## src/rtl/mux2_rr_arbiter_pkg.sv

```systemverilog
// Shared types for the two-requester burst-locked round-robin arbiter.
package mux2_rr_arbiter_pkg;

  typedef enum logic [1:0] {
    StIdle  = 2'd0,
    StLock0 = 2'd1,
    StLock1 = 2'd2
  } arb_state_e;

  typedef logic req_idx_t;

  // Smallest legal burst limit; smaller requests are clamped to this.
  localparam int unsigned MIN_MAX_BURST = 1;

  function automatic arb_state_e lock_state(req_idx_t k);
    return k ? StLock1 : StLock0;
  endfunction

endpackage

```

## src/rtl/mux2_rr_arbiter_if.sv

```systemverilog
// Handshake bundle for both requesters and the shared output channel.
interface mux2_rr_arbiter_if
  import mux2_rr_arbiter_pkg::*;
#(
  parameter int unsigned DWIDTH = 6
);

  logic              in0_valid;
  logic [DWIDTH-1:0] in0_data;
  logic              in0_last;
  logic              in0_ready;
  logic              in1_valid;
  logic [DWIDTH-1:0] in1_data;
  logic              in1_last;
  logic              in1_ready;
  logic              out_valid;
  logic              out_ready;
  logic [DWIDTH-1:0] out_data;
  logic              out_last;
  req_idx_t          out_src;

  modport master (
    output in0_valid, in0_data, in0_last, in1_valid, in1_data, in1_last, out_ready,
    input  in0_ready, in1_ready, out_valid, out_data, out_last, out_src
  );

  modport slave (
    input  in0_valid, in0_data, in0_last, in1_valid, in1_data, in1_last, out_ready,
    output in0_ready, in1_ready, out_valid, out_data, out_last, out_src
  );

endinterface

```

## src/rtl/mux2_rr_arbiter_rr2_pick.sv

```systemverilog
// Combinational grant selection from lock state, priority and request valids.
module mux2_rr_arbiter_rr2_pick
  import mux2_rr_arbiter_pkg::*;
(
  input  arb_state_e i_state,
  input  req_idx_t   i_prio,
  input  logic       i_in0_valid,
  input  logic       i_in1_valid,
  output req_idx_t   o_grant,
  output logic       o_grant_vld
);

  always_comb begin
    o_grant     = 1'b0;
    o_grant_vld = 1'b0;
    case (i_state)
      StIdle: begin
        o_grant_vld = i_in0_valid | i_in1_valid;
        o_grant     = (i_in0_valid & i_in1_valid) ? i_prio : i_in1_valid;
      end
      StLock0: begin
        o_grant_vld = 1'b1;
        o_grant     = 1'b0;
      end
      StLock1: begin
        o_grant_vld = 1'b1;
        o_grant     = 1'b1;
      end
      default: begin
        o_grant_vld = 1'b0;
      end
    endcase
  end

endmodule

```

## src/rtl/mux2_rr_arbiter.sv

```systemverilog
// Two-source round-robin arbiter with burst locking and a one-entry output register.
module mux2_rr_arbiter
  import mux2_rr_arbiter_pkg::*;
#(
  parameter int unsigned DWIDTH    = 6,
  parameter int unsigned MAX_BURST = 8
) (
  input  logic             i_clock,
  input  logic             i_reset,
  mux2_rr_arbiter_if.slave io_arb,
  output logic             o_err_overrun
);

  localparam int unsigned BURST = (MAX_BURST < MIN_MAX_BURST) ? MIN_MAX_BURST : MAX_BURST;
  localparam int unsigned CW    = $clog2(BURST + 1);
  localparam logic [CW-1:0] BURST_LIM = CW'(BURST);

  arb_state_e        r_state, w_state_nxt;
  req_idx_t          r_prio, w_prio_nxt;
  logic [CW-1:0]     r_cnt, w_cnt_nxt, w_cnt_inc;
  logic              r_overrun, w_overrun_nxt;
  logic              r_out_valid, w_out_valid_nxt;
  logic [DWIDTH-1:0] r_out_data, w_out_data_nxt;
  logic              r_out_last, w_out_last_nxt;
  req_idx_t          r_out_src, w_out_src_nxt;

  req_idx_t          w_grant;
  logic              w_grant_vld;
  logic              w_can_load;
  logic              w_sel_valid;
  logic [DWIDTH-1:0] w_sel_data;
  logic              w_sel_last;
  logic              w_acc;
  logic              w_release;

  mux2_rr_arbiter_rr2_pick u_pick (
    .i_state    (r_state),
    .i_prio     (r_prio),
    .i_in0_valid(io_arb.in0_valid),
    .i_in1_valid(io_arb.in1_valid),
    .o_grant    (w_grant),
    .o_grant_vld(w_grant_vld)
  );

  always_comb begin
    w_can_load  = ~r_out_valid | io_arb.out_ready;
    w_sel_valid = w_grant ? io_arb.in1_valid : io_arb.in0_valid;
    w_sel_data  = w_grant ? io_arb.in1_data  : io_arb.in0_data;
    w_sel_last  = w_grant ? io_arb.in1_last  : io_arb.in0_last;
    w_acc       = w_can_load & w_grant_vld & w_sel_valid;
    w_cnt_inc   = r_cnt + 1'b1;
    w_release   = w_sel_last | (w_cnt_inc == BURST_LIM);
  end

  always_comb begin
    w_state_nxt     = r_state;
    w_prio_nxt      = r_prio;
    w_cnt_nxt       = r_cnt;
    w_overrun_nxt   = r_overrun;
    w_out_valid_nxt = r_out_valid;
    w_out_data_nxt  = r_out_data;
    w_out_last_nxt  = r_out_last;
    w_out_src_nxt   = r_out_src;
    if (w_acc) begin
      w_out_valid_nxt = 1'b1;
      w_out_data_nxt  = w_sel_data;
      w_out_last_nxt  = w_sel_last;
      w_out_src_nxt   = w_grant;
      if (w_release) begin
        w_state_nxt = StIdle;
        w_prio_nxt  = ~w_grant;
        w_cnt_nxt   = '0;
        // Hitting the limit without last means the producer overran its burst.
        if (!w_sel_last) begin
          w_overrun_nxt = 1'b1;
        end
      end else begin
        w_state_nxt = lock_state(w_grant);
        w_cnt_nxt   = w_cnt_inc;
      end
    end else if (io_arb.out_ready) begin
      w_out_valid_nxt = 1'b0;
    end
  end

  always_ff @(posedge i_clock or negedge i_reset) begin
    if (!i_reset) begin
      r_state     <= StIdle;
      r_prio      <= 1'b0;
      r_cnt       <= '0;
      r_overrun   <= 1'b0;
      r_out_valid <= 1'b0;
      r_out_data  <= '0;
      r_out_last  <= 1'b0;
      r_out_src   <= 1'b0;
    end else begin
      r_state     <= w_state_nxt;
      r_prio      <= w_prio_nxt;
      r_cnt       <= w_cnt_nxt;
      r_overrun   <= w_overrun_nxt;
      r_out_valid <= w_out_valid_nxt;
      r_out_data  <= w_out_data_nxt;
      r_out_last  <= w_out_last_nxt;
      r_out_src   <= w_out_src_nxt;
    end
  end

  assign io_arb.in0_ready = w_can_load & w_grant_vld & (w_grant == 1'b0);
  assign io_arb.in1_ready = w_can_load & w_grant_vld & (w_grant == 1'b1);
  assign io_arb.out_valid = r_out_valid;
  assign io_arb.out_data  = r_out_data;
  assign io_arb.out_last  = r_out_last;
  assign io_arb.out_src   = r_out_src;
  assign o_err_overrun    = r_overrun;

endmodule

```

## src/flat_wrapper.sv

```systemverilog
// flat-port wrapper written by rule: the top's interface ports become plain ports
module mux2_rr_arbiter_flat import mux2_rr_arbiter_pkg::*;
#(
  parameter int unsigned DWIDTH    = 6,
  parameter int unsigned MAX_BURST = 8
)
  (i_clock, i_reset, o_err_overrun, io_arb_in0_valid, io_arb_in0_data, io_arb_in0_last, io_arb_in1_valid, io_arb_in1_data, io_arb_in1_last, io_arb_out_ready, io_arb_in0_ready, io_arb_in1_ready, io_arb_out_valid, io_arb_out_data, io_arb_out_last, io_arb_out_src);
  mux2_rr_arbiter_if #(.DWIDTH(DWIDTH)) io_arb_i ();
  input  logic i_clock;
  input  logic i_reset;
  output logic o_err_overrun;
  input wire logic [$bits(io_arb_i.in0_valid)-1:0] io_arb_in0_valid;
  input wire logic [$bits(io_arb_i.in0_data)-1:0] io_arb_in0_data;
  input wire logic [$bits(io_arb_i.in0_last)-1:0] io_arb_in0_last;
  input wire logic [$bits(io_arb_i.in1_valid)-1:0] io_arb_in1_valid;
  input wire logic [$bits(io_arb_i.in1_data)-1:0] io_arb_in1_data;
  input wire logic [$bits(io_arb_i.in1_last)-1:0] io_arb_in1_last;
  input wire logic [$bits(io_arb_i.out_ready)-1:0] io_arb_out_ready;
  output wire logic [$bits(io_arb_i.in0_ready)-1:0] io_arb_in0_ready;
  output wire logic [$bits(io_arb_i.in1_ready)-1:0] io_arb_in1_ready;
  output wire logic [$bits(io_arb_i.out_valid)-1:0] io_arb_out_valid;
  output wire logic [$bits(io_arb_i.out_data)-1:0] io_arb_out_data;
  output wire logic [$bits(io_arb_i.out_last)-1:0] io_arb_out_last;
  output wire logic [$bits(io_arb_i.out_src)-1:0] io_arb_out_src;
  assign io_arb_i.in0_valid = io_arb_in0_valid;
  assign io_arb_i.in0_data = io_arb_in0_data;
  assign io_arb_i.in0_last = io_arb_in0_last;
  assign io_arb_i.in1_valid = io_arb_in1_valid;
  assign io_arb_i.in1_data = io_arb_in1_data;
  assign io_arb_i.in1_last = io_arb_in1_last;
  assign io_arb_i.out_ready = io_arb_out_ready;
  assign io_arb_in0_ready = io_arb_i.in0_ready;
  assign io_arb_in1_ready = io_arb_i.in1_ready;
  assign io_arb_out_valid = io_arb_i.out_valid;
  assign io_arb_out_data = io_arb_i.out_data;
  assign io_arb_out_last = io_arb_i.out_last;
  assign io_arb_out_src = io_arb_i.out_src;
  mux2_rr_arbiter #(.DWIDTH(DWIDTH), .MAX_BURST(MAX_BURST)) u_core (.i_clock(i_clock), .i_reset(i_reset), .io_arb(io_arb_i), .o_err_overrun(o_err_overrun));
endmodule
```

## config.mk

```make
export PLATFORM = sky130hd
export DESIGN_NAME = mux2_rr_arbiter_flat
export DESIGN_NICKNAME = d
export VERILOG_FILES = /design/src/rtl/mux2_rr_arbiter_pkg.sv /design/src/rtl/mux2_rr_arbiter_if.sv /design/src/rtl/mux2_rr_arbiter_rr2_pick.sv /design/src/rtl/mux2_rr_arbiter.sv /design/src/flat_wrapper.sv
export SDC_FILE = /design/constraint.sdc
export NUM_CORES = 1
export LEC_CHECK = 0
export ABC_AREA = 1
export CAP_MARGIN = 20
export CORE_UTILIZATION = 40
export CTS_CLUSTER_DIAMETER = 80
export DETAILED_ROUTE_END_ITERATION = 12
export PLACE_DENSITY = 0.74
export SLEW_MARGIN = 20
export SYNTH_ARGS = -nofsm -noshare
export SYNTH_HDL_FRONTEND = slang
export SYNTH_SLANG_ARGS = --single-unit
```

## constraint.sdc

```tcl
create_clock -name i_clock -period 1.9 [get_ports i_clock]
set_input_delay 0.38 -clock i_clock [delete_from_list [all_inputs] [get_ports i_clock]]
set_output_delay 0.38 -clock i_clock [all_outputs]
set_load 0.02 [all_outputs]
```

# == Word-level counts from Yosys, hierarchy flattened ==
# Cells that the tools add are included.
# op_classes
mux,11
n_eq_ne,3
n_addsub,1
mul,0
n_lt_le_gt_ge,0
bitwise,11
shift,0
reduce_logical,5
div,0
# op_table
op,n
$mux 6,1
$and 1x1->1,5
$mux 1,5
$add 4x1->4 const B,1
$eq 4x4->1 const B,1
$mux 2,2
$mux 4,1
$pmux 1 s2,2
$not 1->1,3
$or 1x1->1,3
$reduce_and 3->1,1
$eq 2x1->1 const B,1
$eq 2x2->1 const B,1
$logic_not 2->1,1
$reduce_and 2->1,1
$reduce_bool 2->1,1
$reduce_or 2->1,1
# totals
word_cells,39
inputBits,19
rom_bits,0
n_memories,0
latch_bits,0
out_inout_bits,12
regBits,17
ramBits,0

# == Logic depth before layout (Yosys ltp) ==
# logic_depth
word_depth,6
ltp_mapped,12
mapped_depth_nobuf,12

# == By module ==
# From an unflattened synthesis, not the netlist that was laid out.
# hier_totals
cells_unflattened,115
hier_area_um2,974.7
# modules_own_cells
mod,cells_each,area_each_um2,instances,seq_area_each_um2
mux2_rr_arbiter,100,887.1,1,425.4
mux2_rr_arbiter_rr2_pick,15,87.6,1,0.0

# == Least setup slack after synthesis ==
# OpenSTA, ideal clock, no wires.
# synth_timing
kind,reg-to-output
from,register u_core.r_state[0]
to,output port io_arb_in1_ready
t_required_ns,1.520
path_buffers,0
path_stages_with_launch,7
arrival_time_ns,1.262
setup_slack_ns,0.258
cell_sequence,dfrtp_1 > inv_1 > ha_1 > nand2_1 > nand3b_1 > nand2_1 > nor2_1
# synth_via
elab_chain_cells,5
elab_cells_between_ends,8
classes_between,2 x eq/ne; 2 x mux; 2 x bitwise; 2 x reduce/logical
# synth_rtl
item,line,source
"start, declared",mux2_rr_arbiter.sv:18,"arb_state_e r_state, w_state_nxt;"
"start signal, assigned",mux2_rr_arbiter.sv:88,r_state <= StIdle;
"start signal, assigned",mux2_rr_arbiter.sv:97,r_state <= w_state_nxt;
$eq 2x2->1 / $eq 2x1->1 (equally long branches),mux2_rr_arbiter_rr2_pick.sv:16,case (i_state)
$reduce_or 2->1 (no line),-,
$pmux 1 s2,mux2_rr_arbiter_rr2_pick.sv:16,
$and 1x1->1,mux2_rr_arbiter.sv:109,assign io_arb.in1_ready = w_can_load & w_grant_vld & (w_grant == 1'b1);
$and 1x1->1 (*),mux2_rr_arbiter.sv:109,
"end, declared",flat_wrapper.sv:20,output wire logic [$bits(io_arb_i.in1_ready)-1:0] io_arb_in1_ready;
# Every way passes the cells marked *; elsewhere a longest branch is shown, timed or not.

# == Worst setup path in the final report ==
# layout_timing
from,register u_core.r_state[0]
to,output port io_arb_in0_ready
# layout_via
elab_chain_cells,5
elab_cells_between_ends,9
classes_between,2 x eq/ne; 2 x mux; 3 x bitwise; 2 x reduce/logical
# layout_rtl
item,line,source
$eq 2x2->1 / $eq 2x1->1 (equally long branches),mux2_rr_arbiter_rr2_pick.sv:16,
$reduce_or 2->1 (no line),-,
$pmux 1 s2,mux2_rr_arbiter_rr2_pick.sv:16,
$and 1x1->1,mux2_rr_arbiter.sv:108,assign io_arb.in0_ready = w_can_load & w_grant_vld & (w_grant == 1'b0);
$and 1x1->1 (*),mux2_rr_arbiter.sv:108,
"end, declared",flat_wrapper.sv:19,output wire logic [$bits(io_arb_i.in0_ready)-1:0] io_arb_in0_ready;
# Marked as above.

==> results <==
- The endpoint type of the worst setup path is an output pin.
- For this run, the number of Yosys warnings is 0.
- After global routing the overflow that remains totals 0.
- After clock tree synthesis, the clock-pin slew on the worst setup and hold paths is 0.10 ns.
- The buffer depth of the longest clock path is 2.
- The netlist area before placement is 990 um2.
- The first global-routing pass estimated 3710 um of wire.
- Buffers placed on the I/O ports in this run total 30.
- The kind of launch point of the worst setup path is a register.
- 0 antenna diodes ended up in the layout.
- In the post-route analysis, the smallest setup slack over all paths is 0.0498 ns.
- In this run the count of I/O pins placed on the die edge is 31.
- After the last flow step, the layout net total stands at 195.
- TritonCTS built the clock tree.
- The post-synthesis sequential element count is 17.
- Summed over all nets, the half-perimeter wirelength after detailed placement is 1620 um.
- The depth of the CTS H-tree is 1.
- The maximum clock frequency is 540 MHz.
- The required arrival time at the worst endpoint is 1.52 ns.
- The tree is rooted in a sky130_fd_sc_hd__clkbuf_4.
- The number of rows in the core area is 17.
- Dividing total power by cell area gives a power density of 1430 nW/um2.
- Routability-driven placement finished with a final weighted congestion of 0.750.
- The total non-filler cell area in the finished layout is 1470 um2.
- The standby leakage power is 0.748 nW.
- For the worst-skew pair, the clock arrives at the later sink with an insertion delay of 0.28 ns.
- Setup repair after global routing could not meet its margin everywhere.
- The average wire per standard cell is 10.8 um.
- The number of global-route vias before repair is 909.
- The number of standard cells after synthesis is 126.
- After clock tree synthesis, the flow added hold-fix buffers numbering 0.
- The number of distinct library cells after synthesis is 20.
- The worst slew margin relative to its limit is 0.832.
- The pin count of the biggest net entering global routing is 20.
- Counting I/O delays and the setup requirement, the final critical path takes 1.85 ns.
- Averaged over all synthesized cells, the footprint is 7.85 um2.
- The maximum fanout along the worst path is 3.
- Overall power consumption after layout is estimated at 2.09 mW.
- Across the run, the number of max-cap violations was 0.
- The detailed-routing iteration count for the pre-antenna-repair pass is 3.
- The final count of negative-setup-slack endpoints is 0.
- The number of antenna violations at the first check in global routing is 0.
- The net count after synthesis is 149.
- IR analysis of the VDD net gives a maximum drop of 1.00 mV.
- The area of the die is 2680 um2.
- The sequential element share of the synthesized area is 0.430.
- The tightest hold path in the finished design has a slack of 0.411 ns.
- The ratio of cells with drive above 1 in the final layout is 0.228.
- On the final layout, the worst clock skew is 0.000707 ns.
- The die boundary width is 51.7 um.
- The count of antenna-violating nets left after detailed routing is 0.
- For this configuration, the core starts out at a cell density of 0.435.
- The layout overhead on the synthesized area is 48.3%.
- The number of buffers created by CTS is 3.
- Summed over all layers, the routed wires come to 2150 um.
- The die is 51.7 um tall.
- The arrival time reported for the critical path endpoint is 1.47 ns.
- The total core area is 2280 um2.
- The total count of max-transition violations in the final report is 0.
- For this run, the share of the core covered by cells in the final layout is 0.645.
- Using the TritonRoute via totals, the vias-per-cell ratio works out to 4.69.
- The final-report hold violation count is 0.
- The all-layer global routing usage is 0.185.
- In this run the cell area measured after placement is 1400 um2.
- The routed via count is 933.
- The worst slack after detailed placement is -0.442 ns.
- The run finished with clean final reports.
- The worst min-delay path category is in2async.
- The number of clock sinks is 17.
- The setup slack of the most critical reg-to-reg path is 0.16 ns.
- The first routing iteration left 13 violations.
- The ratio of final minimum period to clock period is 0.974.
- The slew at the pin with the worst max-slew slack is 0.252 ns.
- The critical path in this run is classified as reg2out.
- The final routed DRC violation total is 0.
[critical path, cell delays in order, from the launching register on]
cell and delay [ns]:
sky130_fd_sc_hd__dfrtp_1 0.40, sky130_fd_sc_hd__inv_2 0.10, sky130_fd_sc_hd__ha_4 0.20, sky130_fd_sc_hd__nand3b_1 0.17
sky130_fd_sc_hd__nand2_2 0.13, sky130_fd_sc_hd__nor2_2 0.06, sky130_fd_sc_hd__buf_6 0.12
[metrics by stage]
stage          instances  setup TNS [ns]
6_report             199               0
3_5_place_dp         194           -2.00
2_1_floorplan        126               0
5_1_grt              199         -0.0507
3_3_place_gp         194           -1.30
4_1_cts              198         -0.0318
[power breakdown]
part           switching (mW)  leakage [nW]  internal [mW]
combinational           0.697         0.514          0.588
clock                   0.113        0.0150         0.0815
sequential              0.109         0.219          0.506
[registers in the layout, summed over array words and instances, names as in the netlist]
register	flops
u_core.io_arb.out_data	6
u_core.io_arb.out_last	1
u_core.io_arb.out_src	1
u_core.io_arb.out_valid	1
u_core.o_err_overrun	1
u_core.r_cnt	4
u_core.r_prio	1
u_core.r_state	2
[logic make-up (layout without fill, tap and decap cells)]
logic type                 Yosys count  count (layout)  synth area share
adders and majority gates            4               4            0.0506
AOI/OAI and AO/OA                    9               9            0.0670
and+or+nand+nor                     82              82             0.383
xor gates and xnor gates             1               1           0.00885
DFF                                 17              17             0.430
buffers and inverters               13              58            0.0607
[cell usage after synthesis, drive strengths merged]
master	instances	area (um2)
nand3b	3	22.5
xor2	1	8.76
buf	2	18.8
o21bai	1	18.8
nand2	68	292
nor2	3	11.3
nand3	7	47.6
o21ai	6	30.0
nand4	1	6.26
ha	4	50.1
inv	11	41.3
a21oi	2	17.5
dfrtp	17	425
[area by class of cell]
cell class | instances | area [um2]
repair buffers | 43 | 400
clock buffers | 4 | 26.3
flip-flops and latches | 17 | 425
well taps | 28 | 35.0
inverters | 11 | 41.3
fillers | 194 | 808
multi-input cells | 96 | 539
[cell usage in the layout, fill, tap and decap left out, types with 2 or more instances in the layout]
cell type	count
sky130_fd_sc_hd__buf_4	13
sky130_fd_sc_hd__inv_1	6
sky130_fd_sc_hd__nand3_1	6
sky130_fd_sc_hd__nand2_2	7
sky130_fd_sc_hd__nand3b_1	3
sky130_fd_sc_hd__o21ai_1	2
sky130_fd_sc_hd__ha_1	3
sky130_fd_sc_hd__nand2_1	59
sky130_fd_sc_hd__buf_6	2
sky130_fd_sc_hd__clkbuf_4	3
sky130_fd_sc_hd__clkdlybuf4s50_1	28
sky130_fd_sc_hd__o21ai_0	4
sky130_fd_sc_hd__dfrtp_1	17
sky130_fd_sc_hd__inv_2	5
[final timing paths]
check,from,endpoint,depth (start not counted)
setup / recovery,u_core.r_state[0]$_DFFE_PN0P_,io_arb_in0_ready,6
hold / removal,i_reset,u_core.io_arb.out_valid$_DFFE_PN0P_,2
setup reg to reg,u_core.r_state[0]$_DFFE_PN0P_,u_core.r_cnt[3]$_DFFE_PN0P_,10
hold reg to reg,u_core.io_arb.out_data[4]$_DFFE_PN0P_,u_core.io_arb.out_data[4]$_DFFE_PN0P_,2
max in group asynchronous,i_reset,u_core.io_arb.out_data[3]$_DFFE_PN0P_,2
min in group i_clock,u_core.io_arb.out_data[4]$_DFFE_PN0P_,u_core.io_arb.out_data[4]$_DFFE_PN0P_,2
[timing repair]
| item | CTS | global route |
|---|---|---|
| endpoints found under the setup margin | 2 | 10 |
| pin swaps | 0 | 2 |
| gates resized for setup | 10 | 13 |
| endpoints found under the hold margin | 0 | 0 |
| setup buffers | 0 | 1 |
[metal layers]
metal | part of all wire | vias up | global-route usage
li1 | - | 481 | -
met1 | 0.45 | 428 | 0.217
met2 | 0.50 | 24 | 0.331
met3 | 0.058 | 0 | 0.0468
met4 | 0 | 0 | 0.0541
met5 | 0 | - | 0
No activity file was read; power rests on OpenSTA's default activity.
